### src/rtl/pong_pkg.sv
// rtl/pong_pkg.sv - shared state encodings, constants and helpers for the pong match controller
//
// Purpose: single home for the match FSM encoding, ball center coordinates and
// the default match parameters so the controller, its tick counter and the
// renderer all agree on them.
// Ports: none (package).

package pong_pkg;

    // One-hot match states; GAME_OVER is deliberately the all-zero code so the
    // renderer can treat "no bit set" as the end-of-match palette.
    typedef enum logic [2:0] {
        ST_GAME_OVER = 3'b000,
        ST_IDLE      = 3'b001,
        ST_SERVE     = 3'b010,
        ST_PLAY      = 3'b100
    } state_t;

    localparam int BALL_CENTER_X   = 463;
    localparam int BALL_CENTER_Y   = 275;

    localparam int WIN_SCORE_DEF   = 7;
    localparam int SERVE_TICKS_DEF = 100;

    localparam int CNT_W           = 10;
    localparam int SCORE_W         = 4;

    // Saturating score increment: never passes the winning score, so a 4-bit
    // score can never wrap regardless of how many misses arrive.
    function automatic logic [SCORE_W-1:0] sat_inc(input logic [SCORE_W-1:0] value,
                                                   input logic [SCORE_W-1:0] limit);
        return (value >= limit) ? limit : value + 4'd1;
    endfunction

endpackage

### src/rtl/pong_tick_counter.sv
// rtl/pong_tick_counter.sv - 10-bit frame tick counter with clear, enable and terminal-count flag
//
// Purpose: counts frame ticks while the ball is held for a serve.
// Ports:
//   clk, rst_n  clock and asynchronous active-low reset
//   clr         synchronous clear (wins over en)
//   en          count enable, one per frame tick
//   tc          high when the current enabled tick is the TERMINAL-th one

module pong_tick_counter
    import pong_pkg::*;
#(
    parameter int TERMINAL = SERVE_TICKS_DEF
) (
    input  logic clk,
    input  logic rst_n,
    input  logic clr,
    input  logic en,
    output logic tc
);

    localparam logic [CNT_W-1:0] LAST = CNT_W'(TERMINAL - 1);

    logic [CNT_W-1:0] count;

    // The flag looks one tick ahead: it fires on the tick that would make the
    // count reach TERMINAL, so the owner can act on that very edge and the
    // stored count never has to hold TERMINAL itself.
    assign tc = en && (count == LAST);

    always_ff @(posedge clk or negedge rst_n) begin
        if (!rst_n) begin
            count <= '0;
        end else if (clr) begin
            count <= '0;
        end else if (en) begin
            count <= count + 1'b1;
        end
    end

endmodule

### src/rtl/pong_match_ctrl.sv
// rtl/pong_match_ctrl.sv - pong match sequencer: serve timing, scoring and game-over detection
//
// Purpose: runs a pong match as IDLE -> SERVE -> PLAY -> (SERVE | GAME_OVER).
// Ports:
//   clk, rst_n            clock, asynchronous active-low reset
//   tick                  one-cycle frame strobe, the time base for serve delay
//   start                 level, begins a match from IDLE or GAME_OVER
//   p2_mode               0 = single player vs right wall, 1 = two players
//   miss_left/right       one-cycle pulses, ball passed that paddle
//   ball_hold             ball parked at center
//   serve, serve_dir      release pulse and direction (1 = right)
//   score_p1, score_p2    match score
//   mode_p2               p2_mode latched at match start
//   game_over, winner     end of match and winning side (1 = P2)
//   state_o               one-hot state code for the renderer

module pong_match_ctrl
    import pong_pkg::*;
#(
    parameter int WIN_SCORE   = WIN_SCORE_DEF,
    parameter int SERVE_TICKS = SERVE_TICKS_DEF
) (
    input  logic       clk,
    input  logic       rst_n,
    input  logic       tick,
    input  logic       start,
    input  logic       p2_mode,
    input  logic       miss_left,
    input  logic       miss_right,
    output logic       ball_hold,
    output logic       serve,
    output logic       serve_dir,
    output logic [3:0] score_p1,
    output logic [3:0] score_p2,
    output logic       mode_p2,
    output logic       game_over,
    output logic       winner,
    output logic [2:0] state_o
);

    localparam logic [SCORE_W-1:0] WIN4 = SCORE_W'(WIN_SCORE);

    state_t            state, state_n;
    logic [3:0]        p1_q, p1_n;
    logic [3:0]        p2_q, p2_n;
    logic              dir_q, dir_n;
    logic              mode_q, mode_n;
    logic              serve_q, serve_n;
    logic              winner_q, winner_n;
    logic              cnt_clr, cnt_en, cnt_tc;

    pong_tick_counter #(
        .TERMINAL (SERVE_TICKS)
    ) u_tick_counter (
        .clk   (clk),
        .rst_n (rst_n),
        .clr   (cnt_clr),
        .en    (cnt_en),
        .tc    (cnt_tc)
    );

    always_ff @(posedge clk or negedge rst_n) begin
        if (!rst_n) begin
            state    <= ST_IDLE;
            p1_q     <= '0;
            p2_q     <= '0;
            dir_q    <= 1'b0;
            mode_q   <= 1'b0;
            serve_q  <= 1'b0;
            winner_q <= 1'b0;
        end else begin
            state    <= state_n;
            p1_q     <= p1_n;
            p2_q     <= p2_n;
            dir_q    <= dir_n;
            mode_q   <= mode_n;
            serve_q  <= serve_n;
            winner_q <= winner_n;
        end
    end

    always_comb begin
        state_n  = state;
        p1_n     = p1_q;
        p2_n     = p2_q;
        dir_n    = dir_q;
        mode_n   = mode_q;
        serve_n  = 1'b0;
        winner_n = winner_q;
        cnt_clr  = 1'b0;
        cnt_en   = 1'b0;

        case (state)
            ST_IDLE, ST_GAME_OVER: begin
                if (start) begin
                    p1_n    = '0;
                    p2_n    = '0;
                    mode_n  = p2_mode;
                    dir_n   = 1'b0;
                    cnt_clr = 1'b1;
                    state_n = ST_SERVE;
                end
            end

            ST_SERVE: begin
                cnt_en = tick;
                if (cnt_tc) begin
                    serve_n = 1'b1;
                    cnt_clr = 1'b1;
                    state_n = ST_PLAY;
                end
            end

            ST_PLAY: begin
                // miss_left has priority; in single-player mode the right
                // side is a wall, so miss_right is never a point.
                if (miss_left) begin
                    p2_n    = sat_inc(p2_q, WIN4);
                    dir_n   = 1'b0;
                    cnt_clr = 1'b1;
                    if (p2_n == WIN4) begin
                        winner_n = 1'b1;
                        state_n  = ST_GAME_OVER;
                    end else begin
                        state_n  = ST_SERVE;
                    end
                end else if (miss_right && mode_q) begin
                    p1_n    = sat_inc(p1_q, WIN4);
                    dir_n   = 1'b1;
                    cnt_clr = 1'b1;
                    if (p1_n == WIN4) begin
                        winner_n = 1'b0;
                        state_n  = ST_GAME_OVER;
                    end else begin
                        state_n  = ST_SERVE;
                    end
                end
            end

            default: begin
                state_n = ST_IDLE;
            end
        endcase
    end

    assign ball_hold = (state != ST_PLAY);
    assign serve     = serve_q;
    assign serve_dir = dir_q;
    assign score_p1  = p1_q;
    assign score_p2  = p2_q;
    assign mode_p2   = mode_q;
    assign game_over = (state == ST_GAME_OVER);
    assign winner    = winner_q;
    assign state_o   = state;

endmodule

### config.mk
export PLATFORM = sky130hd
export DESIGN_NAME = pong_match_ctrl
export DESIGN_NICKNAME = d
export VERILOG_FILES = /design/src/rtl/pong_pkg.sv /design/src/rtl/pong_tick_counter.sv /design/src/rtl/pong_match_ctrl.sv
export SDC_FILE = /design/constraint.sdc
export NUM_CORES = 1
export LEC_CHECK = 0
export BUFFER_PORTS_ARGS = -buffer_cell sky130_fd_sc_hd__buf_2
export CAP_MARGIN = 0
export CORE_ASPECT_RATIO = 1.2
export CORE_MARGIN = 4
export CORE_UTILIZATION = 55
export CTS_CLUSTER_SIZE = 20
export DETAILED_ROUTE_END_ITERATION = 8
export PLACE_DENSITY_LB_ADDON = 0.25
export SLEW_MARGIN = 20
export SYNTH_ARGS = -nofsm -noshare
export SYNTH_HDL_FRONTEND = slang
export SYNTH_HIERARCHICAL = 1
export SYNTH_SLANG_ARGS = --single-unit
### constraint.sdc
create_clock -name clk -period 3.05 [get_ports clk]
set_input_delay 0.61 -clock clk [delete_from_list [all_inputs] [get_ports clk]]
set_output_delay 0.61 -clock clk [all_outputs]
set_load 0.1 [all_outputs]
==> results.sh, run 1 <==
export IMPL_die_area_um2=3410
export IMPL_wl_met3_um=80
export IMPL_maxCapViolCount=0
export IMPL_antenna_found_initial=0
export IMPL_rrSetupSlack_ns=0.30
export IMPL_tightest_slew_ns=0.550
export IMPL_fmax_ghz=0.364
export IMPL_drt_initial_drc_count=28
export IMPL_path_max_fanout=12
export IMPL_via_per_inst=5.84
export IMPL_place_ws_ns=0.277
export IMPL_grt_max_degree=26
export IMPL_finalMaxSlewViolations=0
export IMPL_syn_to_final_growth_pct=13.2
export IMPL_synth_ff_type="dfrtp_1"
export IMPL_timing_final_ws_setup_ns=0.301
export IMPL_cts_root_buf="clkbuf_4"
export IMPL_tritoncts="done"
export IMPL_rsz0062_at_grt="no"
export IMPL_slew_headroom_pct=63.3
export IMPL_synth_cell_types=52
export IMPL_cp_start_kind="register"
export IMPL_grt_overflow_total=0
export IMPL_synth_edf_count=0
export IMPL_wl_met2_um=1600
export IMPL_rr_startpoint="state_o[1]"
export IMPL_ios=24
export IMPL_wl_um=2900
export IMPL_port_buffers=23
export IMPL_setup_viol=0
export IMPL_yosys_warnings=6
export IMPL_finalClockSkew_ns=0.00127
export IMPL_post_route_min_period_ns=2.75
export IMPL_cp_required_ns=3.29
export IMPL_place_inst=191
export IMPL_p_leak_nw=0.726
export IMPL_startpoint="state_o[1]"
export IMPL_instances_no_fill=195
export IMPL_place_hpwl_um=2210
export IMPL_drive_gt1_share_pct=28.7
export IMPL_cts_setup_buffers=0
export IMPL_status="complete, no violations"
export IMPL_finalHoldViolations=0
export IMPL_dr_total_vias=1139
export IMPL_path_clk_slew_ns=0.13
export IMPL_fin_util_pct=67.1
export IMPL_wl_per_cell_um=14.9
export IMPL_rows=19
export IMPL_worstHoldPathType="in2async"
export IMPL_period_share_pct=90.1
export IMPL_grt_usage_pct=19.4
export IMPL_drcViolationCount=0
export IMPL_die_w_um=54.0
export IMPL_fp_coreArea_um2=2350
export IMPL_worstSetupEndpointType="register"
export IMPL_die_h_um=63.2
export IMPL_syn_inst=139
export IMPL_gp_congestion=0.880
export IMPL_r2r_end="u_tick_counter/count[9]"
export IMPL_p_per_area_nw_per_um2=668
export IMPL_async_flop_share_pct=100
export IMPL_finalSetupTns_ns=0
export IMPL_r2r_cells=9
export IMPL_synth_area_um2=1400
export IMPL_clk_latency_ns=0.30
export IMPL_synth_net_count=149
export IMPL_critical_path_class="reg2reg"
export IMPL_cts_hold_buffers_added=0
export IMPL_ir_drop_v=0.000580
export IMPL_power_w=0.00105
export IMPL_top_layer="met4"
export IMPL_cts_resized=0
export IMPL_htreeDepth=1
export IMPL_grt_pass1_wl_um=5110
export IMPL_ys_seq_area_share_pct=44.9
export IMPL_grt_pass1_vias=1136
export IMPL_synth_area_per_cell_um2=10.0
export IMPL_insertedDiodeCount=0
export IMPL_ys_seq_elements=25
export IMPL_cts_made_buffers=3
export IMPL_start_util_pct=59.3
export IMPL_ant_nets=0
export IMPL_clk_path_buf_depth=2
export IMPL_worst_ep_arrival_time_ns=2.98
export IMPL_layout_nets=175
export IMPL_cts_sinks=25
export IMPL_drt_met1_wl_um=1190
export IMPL_firstDrtPassIters=4
==> flip-flops by register name, indices dropped and copies added (netlist names) <==
signal,flops
mode_p2,1
score_p2,4
serve,1
serve_dir,1
score_p1,4
state_o,3
winner,1
u_tick_counter/count,10
==> per-layer routing <==
layer	track usage (%)	up-vias
met5	0	-
met4	6.23	0
met3	2.36	2
met2	33.8	21
met1	23.9	560
li1	-	556
==> cell families after synthesis <==
logic type / Yosys count / share of synthesized area, %
compound gates: 38 / 19.7
xor+xnor: 4 / 2.51
fa+ha+maj: 4 / 3.50
buf+inv: 10 / 3.59
flops: 25 / 44.9
mux: 3 / 2.24
simple gates: 55 / 23.5
==> cell usage in the layout (no fill, tap or decap), drive strengths merged, types with 2 or more instances in the layout <==
cell type,Yosys,layout
or3,2,2
nand2b,4,4
nand2,14,14
o2111ai,2,2
o211ai,3,3
o21ai,7,7
inv,6,6
a21oi,14,14
nand3,4,4
buf,3,25
clkbuf,1,4
xor2,3,3
nor2b,2,2
nand3b,2,2
nand4b,2,2
ha,3,3
o31ai,4,4
dfrtp,24,24
or4,4,4
nor3b,2,2
a21o,2,2
nor2,12,12
mux2i,2,2
==> final cells by class <==
cell class                 instances  area (µm²)
multi-input combinational        104         729
tap                               31        38.8
clock buffer                       4        26.3
fill                             189         774
timing repair buffer              25         130
inverter                           6        22.5
sequential                        25         632
==> cell usage after synthesis (2+ instances only) <==
cell type,n,share of area (%)
a21o_1,2,1.1
a21oi_1,12,4.3
a21oi_2,2,1.3
dfrtp_1,24,43
ha_1,3,2.7
inv_1,6,1.6
mux2i_1,2,1.4
nand2_1,13,3.5
nand2b_1,3,1.3
nand3_1,4,1.4
nand3b_1,2,1.1
nor2_1,12,3.2
nor2b_1,2,0.90
o211ai_1,3,1.6
o21ai_0,4,1.4
o21ai_1,2,0.72
o31ai_1,3,1.6
or4_1,4,2.2
xor2_1,3,1.9
==> where the power goes <==
part           switching [W]  total [W]  leakage [nW]  internal [W]
Combinational       0.000325   0.000439         0.389      0.000114
Clock              0.0000901   0.000141        0.0150     0.0000509
Sequential         0.0000845   0.000475         0.322      0.000391
==> critical path: stages (launching register included) <==
cell and delay (ns):
dfrtp_4 0.55, nor3b_1 0.28, and2_1 0.19, nand2_1 0.10, nor4_2 0.33, nand2_1 0.14, nand3_1 0.18, o2111ai_2 0.23
or4_1 0.53, a21oi_1 0.16
==> how the worst max path moves through the flow <==
stage	depth (start not counted)	to	slack [ns]
2_1_floorplan	11	u_tick_counter/count[9]	0.08
5_1_grt	9	u_tick_counter/count[9]	0.1
3_5_place_dp	9	u_tick_counter/count[9]	0.28
4_1_cts	9	u_tick_counter/count[9]	0.25
3_3_place_gp	9	u_tick_counter/count[9]	0.52
6_report	9	u_tick_counter/count[9]	0.30
==> per-stage QoR <==
stage	area [µm²]	hold WS, ns
3_3_place_gp	1550	0.509
5_1_grt	1580	0.293
3_5_place_dp	1550	0.516
6_report	1580	0.273
2_1_floorplan	1410	0.314
4_1_cts	1570	0.285
No activity file was read; power rests on OpenSTA's default activity.
==> run 2, diff against run 1 <==
--- a/config.mk
+++ b/config.mk
@@ -12,7 +12,7 @@
 export CORE_UTILIZATION = 55
 export CTS_CLUSTER_SIZE = 20
 export DETAILED_ROUTE_END_ITERATION = 8
-export PLACE_DENSITY_LB_ADDON = 0.25
+export PLACE_DENSITY = 0.76
 export SLEW_MARGIN = 20
 export SYNTH_ARGS = -nofsm -noshare
 export SYNTH_HDL_FRONTEND = slang
==> run 2 against run 1 <==
  * Utilization increased by 0.053 points
  * Hold slack got worse by 0.012 ns
  * Sequential power about the same
  * Via count decreased by 1.1%
  * Maximum frequency decreased by 0.91%
  * Non-clock buffer count increased by 1
  * Wire length increased by 3.8%
==> results.sh, run 2 (synthesized netlist as in run 1, its figures left out) <==
export IMPL_cts_sinks=25
export IMPL_firstDrtPassIters=4
export IMPL_drcViolationCount=0
export IMPL_maxCapViolCount=0
export IMPL_place_ws_ns=0.285
export IMPL_period_share_pct=90.9
export IMPL_worstSetupEndpointType="register"
export IMPL_cp_common_cell="nand2_1"
export IMPL_grt_overflow_total=0
export IMPL_clk_latency_ns=0.31
export IMPL_grt_pass1_vias=1137
export IMPL_place_hpwl_um=2250
export IMPL_fp_coreArea_um2=2350
export IMPL_htreeDepth=1
export IMPL_finalSetupTns_ns=0
export IMPL_ir_drop_v=0.000633
export IMPL_grt_max_degree=26
export IMPL_cts_root_buf="clkbuf_4"
export IMPL_fin_area_um2=1580
export IMPL_worst_ep_arrival_time_ns=3.02
export IMPL_n_fill_cell=213
export IMPL_rsz0062_at_grt="no"
export IMPL_tritoncts="done"
export IMPL_fmax_ghz=0.361
export IMPL_dr_total_vias=1127
export IMPL_status="complete, no violations"
export IMPL_path_max_fanout=12
export IMPL_finalMaxSlewViolations=0
export IMPL_layout_commonest_cell="buf_2"
export IMPL_clk_path_buf_depth=2
export IMPL_timing_final_ws_setup_ns=0.276
export IMPL_insertedDiodeCount=0
export IMPL_drive_gt1_share_pct=28.5
export IMPL_layout_nets=176
export IMPL_cpPeakStageDelay_ns=0.54
export IMPL_crit_buf_inv=0
export IMPL_finalHoldViolations=0
export IMPL_syn_to_final_growth_pct=13.3
export IMPL_wl_per_cell_um=15.4
export IMPL_rows=19
export IMPL_cp_start_kind="register"
export IMPL_worstHoldPathType="in2async"
export IMPL_drt_initial_drc_count=25
export IMPL_cp_slowest_cell="dfrtp_4"
export IMPL_antenna_found_initial=0
export IMPL_cts_made_buffers=3
export IMPL_tightest_slew_ns=0.534
export IMPL_largest_register="u_tick_counter/count"
export IMPL_path_cells="nor3b_1, and2_1, nand2_1, nor4_1, nand2_1, nand3_1, o2111ai_2, or4_1, a21oi_1"
export IMPL_critical_path_class="reg2reg"
export IMPL_largest_reg_flops=10
export IMPL_die_area_um2=3410
export IMPL_start_util_pct=59.3
export IMPL_postPlaceCellArea_um2=1550
export IMPL_cts_hold_buffers_added=0
export IMPL_p_per_area_nw_per_um2=671
export IMPL_path_delay_family="simple AND/OR/NAND/NOR gates"
export IMPL_cts_resized=0
export IMPL_gp_congestion=0.873
export IMPL_grt_pass1_wl_um=5110
export IMPL_wl_um=3010
export IMPL_finalClockSkew_ns=0.00284
export IMPL_path_clk_slew_ns=0.13
export IMPL_slew_headroom_pct=64.4
export IMPL_cts_setup_buffers=0
export IMPL_die_w_um=54.0
export IMPL_layout_common_cells="buf_2, dfrtp_1, nand2_1"
export IMPL_setup_viol=0
export IMPL_port_buffers=23
export IMPL_grt_usage_pct=19.8
export IMPL_ios=24
export IMPL_ant_nets=0
export IMPL_via_per_inst=5.75
export IMPL_die_h_um=63.2
export IMPL_holdWs_ns=0.261
export IMPL_p_leak_nw=0.731
export IMPL_post_route_min_period_ns=2.77
export IMPL_cp_required_ns=3.29
## run 2: cell types whose count changed in the layout (fill, tap and decap cells not counted)
| cell | before | now |
|---|---|---|
| nor4_2 | 1 | 0 |
| nor4_1 | 0 | 1 |
| buf_4 | 2 | 3 |
## run 2: final cells by class
class,instances,area [µm²],share of cell area (%)
timing repair buffer,26,138,8.71
tap,31,38.8,2.45
clock buffer,4,26.3,1.66
inverter,6,22.5,1.43
sequential,25,632,40.0
multi-input combinational,104,723,45.8
## run 2: metrics by stage
stage                     total power (W)  cells  util [%]
final                             0.00106    196      67.1
after global routing              0.00113    196      67.1
after CTS                         0.00107    196      67.1
after detailed placement         0.000924    192      66.0
after global placement           0.000909    192      66.0
after floorplan                  0.000831    139         -
## run 2: power by group
group	leakage, nW	switching, W	internal (W)
sequential	0.322	0.0000872	0.000391
clock	0.0150	0.0000912	0.0000510
combinational	0.394	0.000325	0.000115
## run 2: path summary, 6_finish.rpt
kind                       depth (start not counted)                 endpoint  slack, ns  startpoint
min in group clk                                   2                  mode_p2       0.53     p2_mode
max                                                9  u_tick_counter/count[9]       0.28  state_o[1]
min                                                1              score_p1[2]       0.26       rst_n
min reg2reg                                        2                serve_dir       0.53   serve_dir
max in group asynchronous                          1               state_o[1]       2.38       rst_n
max reg2reg                                        9  u_tick_counter/count[9]       0.28  state_o[1]
## run 2: layer usage
metal | vias up | global-route usage, % | wire [µm]
met5 | - | 0 | 0
met4 | 0 | 6.54 | 23
met3 | 2 | 2.12 | 126
met1 | 543 | 24.0 | 1230
li1 | 553 | - | -
met2 | 29 | 35.2 | 1630
==> run 3, diff against run 2 <==
--- a/config.mk
+++ b/config.mk
@@ -9,10 +9,11 @@
 export CAP_MARGIN = 0
 export CORE_ASPECT_RATIO = 1.2
 export CORE_MARGIN = 4
-export CORE_UTILIZATION = 55
+export CORE_UTILIZATION = 49
 export CTS_CLUSTER_SIZE = 20
 export DETAILED_ROUTE_END_ITERATION = 8
-export PLACE_DENSITY = 0.76
+export MAX_ROUTING_LAYER = met4
+export PLACE_DENSITY = 0.72
 export SLEW_MARGIN = 20
 export SYNTH_ARGS = -nofsm -noshare
 export SYNTH_HDL_FRONTEND = slang
==> constraint.sdc (replaced) <==
create_clock -name clk -period 2.3 [get_ports clk]
set_input_delay 0.46 -clock clk [delete_from_list [all_inputs] [get_ports clk]]
set_output_delay 0.46 -clock clk [all_outputs]
set_load 0.1 [all_outputs]
==> run 3 against run 2 <==
  * The flow now finishes with violations (setup timing)
  * Non-clock buffer count rose by 16
  * Clock-buffer cell count did not move
  * Largest cell class unchanged
  * Die area rose by 11%
  * Cell count rose by 9.2%
==> results.sh, run 3 (synthesized netlist as in run 1, its figures left out) <==
export IMPL_status="finished with violations"
export IMPL_violations="setup timing"
export IMPL_grt_overflow_total=0
export IMPL_r2r_end="u_tick_counter/count[6]"
export IMPL_start_util_pct=53.1
export IMPL_cp_start_kind="register"
export IMPL_wl_per_cell_um=15.6
export IMPL_setup_viol=2
export IMPL_critical_path_class="reg2reg"
export IMPL_rrSetupSlack_ns=-0.03
export IMPL_rows=20
export IMPL_clk_path_buf_depth=2
export IMPL_gp_congestion=0.854
export IMPL_postPlaceCellArea_um2=1680
export IMPL_wl_met2_um=1770
export IMPL_die_h_um=66.5
export IMPL_layout_nets=192
export IMPL_htreeDepth=1
export IMPL_pwr_share_comb_pct=48.7
export IMPL_fin_area_um2=1800
export IMPL_largest_reg_flops=10
export IMPL_drt_met1_wl_um=1340
export IMPL_fmax_ghz=0.429
export IMPL_pwr_share_clk_pct=12.9
export IMPL_cp_required_ns=2.51
export IMPL_finalClockSkew_ns=0.00340
export IMPL_port_buffers=23
export IMPL_cp_num_cells=9
export IMPL_worst_ep_arrival_time_ns=2.55
export IMPL_grt_pass1_vias=1236
export IMPL_power_switching_w=0.000727
export IMPL_cpPeakStageDelay_ns=0.54
export IMPL_firstDrtPassIters=4
export IMPL_path_delay_family="simple AND/OR/NAND/NOR gates"
export IMPL_place_hpwl_um=2420
export IMPL_tightest_slew_ns=0.558
export IMPL_die_w_um=56.7
export IMPL_rr_startpoint="u_tick_counter/count[8]"
export IMPL_layout_common_cells="buf_2, dfrtp_1, buf_4"
export IMPL_via_per_inst=5.86
export IMPL_swShare_pct=47.3
export IMPL_path_cells="or4_4, nor4_4, nand2_2, nand3_4, o211ai_1, buf_4, buf_4, o21ai_0, a21oi_1"
export IMPL_period_share_pct=101
export IMPL_wl_met3_um=144
export IMPL_timing_final_ws_setup_ns=-0.0328
export IMPL_grt_max_degree=26
export IMPL_final_seq_area_um2=632
export IMPL_cts_made_buffers=3
export IMPL_cts_hold_buffers_added=0
export IMPL_dr_total_vias=1253
export IMPL_worstHoldPathType="in2async"
export IMPL_grt_pass1_wl_um=5530
export IMPL_top_layer="met4"
export IMPL_p_per_area_nw_per_um2=856
export IMPL_maxCapViolCount=0
export IMPL_place_ws_ns=-0.0288
export IMPL_p_int_w=0.000810
export IMPL_clk_latency_ns=0.32
export IMPL_insertedDiodeCount=0
export IMPL_layout_commonest_cell="buf_2"
export IMPL_finalHoldViolations=0
export IMPL_tritoncts="done"
export IMPL_path_clk_slew_ns=0.14
export IMPL_holdWs_ns=0.109
export IMPL_drive_gt1_share_pct=42.0
export IMPL_slew_headroom_pct=62.8
export IMPL_r2r_cells=9
export IMPL_ant_nets=0
export IMPL_finalMaxSlewViolations=0
export IMPL_cp_slowest_cell="or4_4"
export IMPL_drcViolationCount=0
export IMPL_path_max_fanout=4
export IMPL_syn_to_final_growth_pct=28.7
export IMPL_post_route_min_period_ns=2.33
export IMPL_n_fill_cell=215
export IMPL_antenna_found_initial=0
export IMPL_ir_drop_v=0.000877
export IMPL_die_area_um2=3770
export IMPL_cts_sinks=25
export IMPL_crit_buf_inv=2
export IMPL_multiInputGateArea_um2=816
export IMPL_drt_initial_drc_count=46
export IMPL_fp_coreArea_um2=2630
export IMPL_ios=24
export IMPL_p_seq_share_pct=38.3
export IMPL_grt_usage_pct=19.1
export IMPL_cts_root_buf="clkbuf_4"
export IMPL_wl_um=3350
export IMPL_worstSetupEndpointType="register"
export IMPL_largest_register="u_tick_counter/count"
export IMPL_rsz0062_at_grt="yes"
export IMPL_p_leak_nw=0.834
export IMPL_cp_common_cell="buf_4"
## run 3: changes by cell type in the layout (fill, tap and decap cells not counted), moves of 2 or more
cell / previous run / this run
a21oi_1: 12 / 8
a21oi_2: 2 / 6
buf_4: 3 / 19
nand2_1: 13 / 11
or4_4: 0 / 2
or4_1: 4 / 2
## run 3: per-stage QoR
step,setup TNS [ns],total power [W],util (%),cells
2_1_floorplan,-1.76,0.00115,-,139
5_1_grt,-0.234,0.00162,68.3,214
3_5_place_dp,-0.0376,0.00131,63.8,204
4_1_cts,-0.0218,0.00153,66.0,209
6_report,-0.0498,0.00154,68.3,214
3_3_place_gp,0,0.00130,63.8,204
## run 3: how the worst max path moves through the flow
stage | endpoint | startpoint | slack, ns
2_1_floorplan | u_tick_counter/count[9] | state_o[1] | -0.41
3_3_place_gp | u_tick_counter/count[9] | state_o[2] | 0.08
3_5_place_dp | u_tick_counter/count[9] | state_o[2] | -0.03
4_1_cts | u_tick_counter/count[9] | state_o[2] | -0.02
5_1_grt | u_tick_counter/count[6] | u_tick_counter/count[8] | -0.07
6_report | u_tick_counter/count[6] | u_tick_counter/count[8] | -0.03
## run 3: repair_timing
action                     in CTS  in global routing
pin swaps                       2                  8
setup endpoints to repair       2                  4
buffers inserted                1                  5
hold endpoints to repair        0                  0
gates resized for setup         6                  5
## run 3: cell type report
type                    instances  share of cell area, %
multi-input cells             104                   45.4
clock buffers                   4                   1.46
repair buffers                 42                   14.4
flip-flops and latches         25                   35.2
inverters                       6                   1.25
well taps                      33                   2.30
## run 3: power by group through the flow
| stage | registers (W) | clock network [W] | logic [W] |
|---|---|---|---|
| 2_1_floorplan | 0.000866 | 0 | 0.000283 |
| 3_3_place_gp | 0.000594 | 0 | 0.000705 |
| 3_5_place_dp | 0.000597 | 0 | 0.000715 |
| 4_1_cts | 0.000589 | 0.000199 | 0.000738 |
| 5_1_grt | 0.000598 | 0.000228 | 0.000793 |
| 6_report | 0.000589 | 0.000198 | 0.000749 |
## run 3: metal layers
layer / vias to the layer above / GRT usage (%)
met2: 41 / 35.3
met5: - / -
met3: 10 / 2.33
li1: 587 / -
met1: 615 / 20.6
met4: 0 / 8.31
## run 3: worst register-to-register path: stages (launching register included)
cell and delay (ns):
dfrtp_1 0.44, or4_4 0.54, nor4_4 0.32, nand2_2 0.11
nand3_4 0.10, o211ai_1 0.14, buf_4 0.17, buf_4 0.12
o21ai_0 0.18, a21oi_1 0.10
